### config.mk
export PLATFORM = sky130hd
export DESIGN_NAME = icache_direct
export DESIGN_NICKNAME = d
export VERILOG_FILES = /design/src/rtl/icache_direct.sv
export SDC_FILE = /design/constraint.sdc
export NUM_CORES = 2
export LEC_CHECK = 0
export CAP_MARGIN = 5
export CORE_ASPECT_RATIO = 0.75
export CORE_MARGIN = 8
export CORE_UTILIZATION = 35
export CTS_CLUSTER_SIZE = 40
export DETAILED_ROUTE_END_ITERATION = 12
export GPL_TIMING_DRIVEN = 0
export PLACE_DENSITY = 0.55
export SYNTH_ARGS = -nofsm -noshare
export SYNTH_HDL_FRONTEND = slang
export SYNTH_SLANG_ARGS = --single-unit
### constraint.sdc
create_clock -name clock -period 8.1 [get_ports clock]
set_input_delay 1.62 -clock clock [delete_from_list [all_inputs] [get_ports clock]]
set_output_delay 1.62 -clock clock [all_outputs]
set_load 0.05 [all_outputs]
### src/rtl/icache_direct.sv
// Direct-mapped, read-only instruction cache in front of the IFU.
// A miss refills the whole line through an AXI4 INCR read burst (AR/R only).
module icache_direct #(
    parameter int LINES = 16,
    parameter int WORDS = 4
) (
    input  logic        clock,
    input  logic        rst_n_sync,
    input  logic        req,
    input  logic [31:0] req_addr,
    input  logic        fence_i,
    output logic        cache_valid,
    output logic        hit,
    output logic [31:0] icache_ins,
    output logic [31:0] M_AXI_ARADDR,
    output logic        M_AXI_ARVALID,
    input  logic        M_AXI_ARREADY,
    output logic [7:0]  M_AXI_ARLEN,
    output logic [2:0]  M_AXI_ARSIZE,
    output logic [1:0]  M_AXI_ARBURST,
    input  logic [31:0] M_AXI_RDATA,
    input  logic [1:0]  M_AXI_RRESP,
    input  logic        M_AXI_RVALID,
    output logic        M_AXI_RREADY,
    input  logic        M_AXI_RLAST
);

    localparam int WSEL_W = $clog2(WORDS);
    localparam int OFF_W  = 2 + WSEL_W;
    localparam int IDX_W  = $clog2(LINES);
    localparam int TAG_W  = 32 - OFF_W - IDX_W;

    typedef enum logic [2:0] {
        S_IDLE,
        S_LOOKUP,
        S_AR,
        S_R,
        S_RESP
    } state_e;

    state_e state_q, state_d;

    logic [31:2]       addr_q;
    logic [31:0]       araddr_q;
    logic [WSEL_W-1:0] cnt_q;
    logic              beatOvf_q;
    logic              poison_q;
    logic [31:0]       ins_q;
    logic [LINES-1:0]  valid_q;
    logic [TAG_W-1:0]  tag_q  [LINES];
    logic [31:0]       data_q [LINES][WORDS];

    logic [IDX_W-1:0]  idx;
    logic [WSEL_W-1:0] word;
    logic [TAG_W-1:0]  tag;
    logic              lookupHit;
    logic              beat;
    logic              lastBeat;
    logic              beatErr;
    logic              unusedBits;

    assign idx        = addr_q[OFF_W+IDX_W-1:OFF_W];
    assign word       = addr_q[OFF_W-1:2];
    assign tag        = addr_q[31:OFF_W+IDX_W];
    assign lookupHit  = valid_q[idx] && (tag_q[idx] == tag);
    assign beat       = (state_q == S_R) && M_AXI_RVALID;
    assign lastBeat   = beat && M_AXI_RLAST;
    assign beatErr    = (M_AXI_RRESP != 2'b00);
    assign unusedBits = ^req_addr[1:0];

    assign M_AXI_ARADDR  = araddr_q;
    assign M_AXI_ARLEN   = 8'(WORDS - 1);
    assign M_AXI_ARSIZE  = 3'b010;
    assign M_AXI_ARBURST = 2'b01;

    always_ff @(posedge clock or negedge rst_n_sync) begin
        if (!rst_n_sync) begin
            state_q <= S_IDLE;
        end else begin
            state_q <= state_d;
        end
    end

    always_comb begin
        state_d = state_q;
        case (state_q)
            S_IDLE:   if (req) state_d = S_LOOKUP;
            S_LOOKUP: state_d = lookupHit ? S_IDLE : S_AR;
            S_AR:     if (M_AXI_ARREADY) state_d = S_R;
            S_R:      if (lastBeat) state_d = S_RESP;
            S_RESP:   state_d = S_IDLE;
            default:  state_d = S_IDLE;
        endcase
    end

    always_comb begin
        cache_valid   = 1'b0;
        hit           = 1'b0;
        icache_ins    = 32'h0;
        M_AXI_ARVALID = 1'b0;
        M_AXI_RREADY  = 1'b0;
        case (state_q)
            S_LOOKUP: begin
                if (lookupHit) begin
                    cache_valid = 1'b1;
                    hit         = 1'b1;
                    icache_ins  = data_q[idx][word];
                end
            end
            S_AR:   M_AXI_ARVALID = 1'b1;
            S_R:    M_AXI_RREADY  = 1'b1;
            S_RESP: begin
                cache_valid = 1'b1;
                icache_ins  = ins_q;
            end
            default: ;
        endcase
    end

    // poison_q remembers anything that must keep the refilled line invalid:
    // an RRESP error on any beat or a fence_i seen while the burst is pending.
    always_ff @(posedge clock or negedge rst_n_sync) begin
        if (!rst_n_sync) begin
            addr_q    <= '0;
            araddr_q  <= '0;
            cnt_q     <= '0;
            beatOvf_q <= 1'b0;
            poison_q  <= 1'b0;
            ins_q     <= '0;
            valid_q   <= '0;
        end else begin
            if (state_q == S_IDLE && req) begin
                addr_q <= req_addr[31:2];
            end
            if (state_q == S_LOOKUP && !lookupHit) begin
                araddr_q <= {addr_q[31:OFF_W], {OFF_W{1'b0}}};
                poison_q <= 1'b0;
            end
            if (state_q == S_AR && M_AXI_ARREADY) begin
                cnt_q     <= '0;
                beatOvf_q <= 1'b0;
            end
            if ((state_q == S_AR || state_q == S_R) && fence_i) begin
                poison_q <= 1'b1;
            end
            if (beat) begin
                if (beatErr) begin
                    poison_q <= 1'b1;
                end
                if (!beatOvf_q && cnt_q == word) begin
                    ins_q <= M_AXI_RDATA;
                end
                if (cnt_q == {WSEL_W{1'b1}}) begin
                    beatOvf_q <= 1'b1;
                end
                cnt_q <= cnt_q + 1'b1;
            end
            if (fence_i) begin
                valid_q <= '0;
            end else if (lastBeat && !poison_q && !beatErr) begin
                valid_q[idx] <= 1'b1;
            end
        end
    end

    // Tag and data storage need no reset; valid_q alone qualifies them.
    always_ff @(posedge clock) begin
        if (beat && !beatOvf_q) begin
            data_q[idx][cnt_q] <= M_AXI_RDATA;
        end
        if (lastBeat) begin
            tag_q[idx] <= tag;
        end
    end

endmodule

=== After elaboration in Yosys (flattened, before gate mapping) ===
Memory sizes are Yosys's and may differ from the RTL's.
Index checks and enable logic that the tools add are counted.

* Register bits after elaboration: 113
* Memory bits (writable): 2432
* Bits of input ports: 73
* Output and inout port bits: 81
* Logic and storage cells: 89
* Memories: 2

{| class="wikitable"
|+ Memories
! name !! depth !! bits a word !! rd ports !! clocked after memory_dff !! write ports !! line !! source
|-
| data_q || 16 || 128 || 1 || 0 || 1 || 51 || <nowiki>logic [31:0] data_q [LINES][WORDS];</nowiki>
|-
| tag_q || 16 || 24 || 1 || 0 || 1 || 50 || <nowiki>logic [TAG_W-1:0] tag_q [LINES];</nowiki>
|}

* Add/sub/neg operators: 1
* Magnitude comparators: 5
* Equality and inequality tests: 10
* Mux-type cells: 36
* Bitwise operators: 3
* Reduce and logical (&&, ||, !) cells: 24

{| class="wikitable"
|+ Operators with widths
! operator !! number
|-
| two-way mux 128 bit || 1
|-
| two-way mux 32 bit || 4
|-
| binary-select mux 32 bit (select 2 bit) || 1
|-
| demux 32 bit (select 2 bit) || 1
|-
| one-hot mux 32 bit (2 select lines) || 1
|-
| two-way mux 16 bit || 2
|-
| equality test 24 bit || 1
|-
| two-way mux 1 bit || 16
|-
| bitwise OR 16 bit || 1
|-
| logical AND 1 bit || 13
|-
| one-hot mux 3 bit (4 select lines) || 1
|-
| two-way mux 3 bit || 3
|-
| equality test 3 x 2 -> 1 bit (second input constant) || 2
|-
| >= comparator 3 bit (second input constant) || 2
|-
| two-way mux 2 bit || 3
|-
| inequality test 2 bit (second input constant) || 3
|-
| NOT 2 -> 3 bit || 2
|-
| nonzero test 2 bit || 3
|-
| less-than comparator 4 x 5 -> 1 bit (second input constant) || 1
|-
| binary-select mux 1 bit (select 4 bit) || 1
|-
| demux 1 bit (select 4 bit) || 1
|-
| >= comparator 4 x 1 -> 1 bit (second input constant) || 1
|-
| logical NOT 1 bit || 4
|-
| equality test 3 x 1 -> 1 bit (second input constant) || 1
|-
| other kinds (10) || 10
|}

=== Longest topological paths before layout ===
* Depth after elaboration: 9
* Gate-level depth with buffers: 15
* Mapped depth without buffers: 10

=== Worst setup path before layout ===
OpenSTA, ideal clock, no wires.

* Kind: register to output
* Start: register addr_q[5] (netlist bit)
* End: output port icache_ins[19]
* Arrival: 3.306 ns
* Required time: 6.480 ns
* Path slack: 3.174 ns
* Cell stages (with the launch flop): 14
* Path buffers: 5
* Cells stage by stage: dfrtp_1 > buf_4 > buf_6 > buf_6 > buf_4 > mux4_2 > a221oi_2 > xor2_1 > o2111ai_1 > a2111oi_4 > nand3_1 > inv_1 > buf_2 > a22o_1

* Word-level cells in the longest chain between the ends: 6
* Elaborated cells on any way between the ends: 11
* Classes of those cells: eq/ne: 1; mux: 7; reduce/logical: 1; memory: 2

{| class="wikitable"
|+ RTL lines
! item !! line !! source
|-
| start: declaration || 43 || <nowiki>logic [31:2] addr_q;</nowiki>
|-
| start signal: assignment || 133 || <nowiki>addr_q <= req_addr[31:2];</nowiki>
|-
| memory (16 x 128 bit) || -- ||
|-
| binary-select mux 32 bit (select 2 bit) || 107 || <nowiki>icache_ins = data_q[idx][word];</nowiki>
|-
| two-way mux 32 bit (implied by the code) (2 in series) || 107 ||
|-
| two-way mux 32 bit * || 104 || <nowiki>if (lookupHit) begin</nowiki>
|-
| one-hot mux 32 bit (2 select lines) * || 102 || <nowiki>case (state_q)</nowiki>
|-
| end: declaration || 14 || <nowiki>output logic [31:0] icache_ins,</nowiki>
|}

Every way passes the cells marked *; elsewhere a longest branch is shown, timed or not. The select of a mux whose other input is x is not followed.

=== Worst setup path in the final report ===
* Start: register addr_q[4] (netlist bit)
* End: output port icache_ins[29]

Same word-level chain as after synthesis.

==> impl_metrics.yaml <==
die:
  die_height_microns: 474
  core-area_sq_um: 279000
  die_w_microns: 627
  die_area_sq_um: 298000
  start_util_pct: 35.1
  io_pins: 154
  num_rows: 168
detailed_routing:
  dr.pass1.iters: 6
  vias: 47500
  wl_microns: 288000
  wl_per_cell_microns: 33.7
  vias_per_cell: 5.55
  drt_iter0_drc: 7117
  drcViolationCount: 0
  drt.antenna.violating_nets: 0
timing:
  fin_crit_ns: 7.96
  skew_ns: 0.0541
  fmax_mhz: 126
  relSlewSlack_pct: 12.9
  setup_viol: 0
  rsz0062_at_grt: "false"
  hold_viol: 0
  tightest_slew_ns: 1.31
  drv_slew: 0
  fin_ws_ns: 0.140
  final.period_utilization_pct: 98.3
setup_path:
  arrival_ns: 6.34
  cp_cell_sequence: "buf_6, buf_6, clkinv_1, mux2i_1, a2111oi_1, a31oi_1, nor3_1, a41oi_1, a2111oi_4, nand3_1, inv_1, buf_2, a22o_1, clkdlybuf4s50_1"
  crit_required_ns: 6.48
  worstSetupEndpointType: "primary output"
  crit_top_cell: "buf_6"
  cp-start-kind: "flip-flop"
  crit_fanout: 10
  path_class: "reg2out"
  max_stage_delay_ns: 0.87
  critical-path-slowest-cell: "clkdlybuf4s50_1"
clock_network:
  clockRootBuffer: "clkbuf_16"
  cts.path.max_buffers: 4
  clkTransAtPathRegs_ns: 0.06
  cts_tree: "done"
  insertion_delay_ns: 0.89
  cts_made_buffers: 237
  cts.sinks: 2545
  htree_levels: 4
run_status:
  run_status: "completed"
pwr:
  power.total_mw: 39.5
  switching_share_pct: 33.3
  pwr-share-seq_pct: 39.8
  power.internal_mw: 26.3
  power_switching_mw: 13.2
  power.density_nw_per_um2: 344
  combPwrFrac_pct: 32.5
  peakVddDrop_uv: 214
  p_leak_nw: 35.8
  power_frac_clock_pct: 27.7
logic_synthesis:
  ys_types: 62
  synth_cells: 4114
  synth-seq-cells: 2545
  synth_mux_area_share_pct: 18.9
  synth_top_family_by_area: "multiplexers"
  synthFlopType: "edfxtp_1"
  yosys.area_share.simple_pct: 0.973
  ys_seq_area_share_pct: 77.3
  syn_area_per_cell_sq_um: 23.8
  synth-edff-count: 2432
  synthAdderAreaFrac_pct: 0.0510
  yosys_warnings: 0
  synthArstFlopShare_pct: 4.44
  synthXorXnorAreaFrac_pct: 0.312
  synth_area_sq_um: 98100
  synth_compound_area_share_pct: 1.06
placed_design:
  dp_hpwl_microns: 194000
  dp_slack_ns: 0.299
  io_buffers: 133
  place_inst: 8117
  routabilityCongestion: 0.855
final_layout:
  nets: 4692
  stdcell_count: 8561
  area_growth_pct: 16.9
  fillers: 24300
  drive_gt1_share_pct: 32.5
min_path:
  hold_class: "reg2reg"
grt:
  antenna_found_initial: 53
  overflow: 0
  grt_pass1_wl_microns: 394000
  grt_max_degree: 66
  grt_pass1_vias: 46800
  track_usage_pct: 19.0
job:
  maxCapViolCount: 0
-- cells in the final DEF, fill, tap and decap left out, types with 17 or more instances in the layout --
cell             synthesis  routed
dfrtp_1                113     113
buf_4                   29      40
bufinv_16                0      17
clkbuf_16                0     242
conb_1                   2      17
mux2i_1                 77      76
mux4_2                 742     742
a22o_1                  37      37
mux2_2                  80      80
nand2_1                 58      58
nor2_1                 120      40
clkinv_2                 0      45
diode_2                  0      18
clkbuf_1                75     119
clkinv_1                 2      49
buf_16                   0      35
o21ai_0                 18      18
nor2_4                   0      80
clkdlybuf4s50_1          0      84
buf_12                   0      79
a31oi_1                 18      18
buf_2                  121     142
edfxtp_1              2432    2432
xnor2_1                 21      21
-- logic make-up (layout without fill, tap and decap cells) --
group,count (synthesis),count (layout)
AO/OA/AOI/OAI,135,135
XOR/XNOR,35,35
adder cells (fa/ha/maj),4,4
buffers and inverters,259,933
flip-flops,2545,2545
multiplexers,909,909
other,2,35
AND/OR/NAND/NOR,225,225
-- cell type report --
| cell class | count | area, sq um | area share, % |
|---|---|---|---|
| flip-flops and latches | 2545 | 75900 | 66.1 |
| clock buffers | 312 | 6430 | 5.61 |
| repair buffers | 248 | 3750 | 3.27 |
| well taps | 3740 | 4680 | 4.08 |
| clock inverters | 115 | 983 | 0.858 |
| multi-input cells | 1325 | 21600 | 18.8 |
| inverters | 15 | 56.3 | 0.0491 |
| diodes | 18 | 45.0 | 0.0393 |
| plain buffers | 243 | 1310 | 1.14 |
-- repair_timing --
action | CTS | global route
hold buffers | 0 | 0
endpoints found under the hold margin | 0 | 0
resized for setup | 25 | 10
endpoints found under the setup margin | 32 | 12
buffers inserted | 0 | 0
-- metal layers --
metal	vias up	part of all wire (%)	GRT usage (%)
met5	-	0	0
met4	0	3.2	5.43
met3	407	10	4.28
met2	2504	43	27.3
met1	26000	44	29.1
li1	18600	-	-
-- through the flow --
stage	setup TNS (ns)	area (sq um)	hold WS (ns)	utilization, %
finish	0	115000	0.497	41.1
global route	0	115000	0.516	41.1
CTS	0	115000	0.498	41.1
detailed placement	0	107000	0.484	38.4
global placement	-3.56	104000	0.471	37.3
floorplan	0	98200	0.457	-
-- registers in the layout, summed over array words and instances, names as in the netlist --
name,flops
state_q,3
data_q,2048
M_AXI_ARADDR,28
tag_q,384
addr_q,30
cnt_q,2
poison_q,1
beatOvf_q,1
ins_q,32
valid_q,16
-- synthesized netlist by cell type (4+ instances only) --
library cell | count | area (sq um)
o21ai_0 | 18 | 90.1
buf_6 | 12 | 135
edfxtp_1 | 2432 | 73000
inv_1 | 13 | 48.8
buf_2 | 121 | 606
a31oi_1 | 18 | 113
mux2i_1 | 77 | 771
nor2b_1 | 6 | 37.5
a22oi_1 | 9 | 67.6
clkbuf_1 | 75 | 282
buf_4 | 29 | 218
buf_1 | 6 | 22.5
nand2_1 | 58 | 218
mux4_2 | 742 | 16700
dfrtp_1 | 113 | 2830
nor3_1 | 6 | 30.0
o22ai_1 | 4 | 25.0
nand2b_1 | 4 | 25.0
xor2_1 | 14 | 123
xnor2_1 | 21 | 184
nand4_1 | 4 | 25.0
ha_1 | 4 | 50.1
and2_1 | 5 | 31.3
nor2_1 | 120 | 450
nand3_1 | 11 | 55.1
a22o_1 | 37 | 324
a221oi_1 | 12 | 105
mux2_2 | 80 | 901
a21oi_1 | 7 | 35.0
mux2_4 | 9 | 135
-- power groups by stage --
stage | sequential, mW | clock [mW] | combinational (mW)
after global routing | 15.8 | 11.6 | 13.3
after detailed placement | 16.0 | 0 | 12.8
final | 15.7 | 10.9 | 12.8
after global placement | 16.0 | 0 | 12.6
after CTS | 15.7 | 11.1 | 12.9
after floorplan | 16.0 | 0 | 7.12
-- worst paths after layout --
check	from	endpoint	slack, ns	cells past startpoint
worst max-delay path	addr_q[4]	icache_ins[29]	0.14	14
worst min-delay path	valid_q[8]	valid_q[8]	0.50	2
worst max register to register	addr_q[7]	M_AXI_ARADDR[16]	3.60	12
worst min register to register	valid_q[8]	valid_q[8]	0.50	2
max in group asynchronous	rst_n_sync	ins_q[13]	6.59	2
min in group asynchronous	rst_n_sync	M_AXI_ARADDR[20]	0.74	1
-- worst max-delay path, delay by kind of cell, from the launching register on --
kind                   cells  cell delay (ns)
buffers and inverters      6             2.27
AO/OA/AOI/OAI              5             1.93
AND/OR/NAND/NOR            2             0.62
flip-flops                 1             0.38
multiplexers               1             0.20
Note: power is estimated with default switching activity, not from simulation.
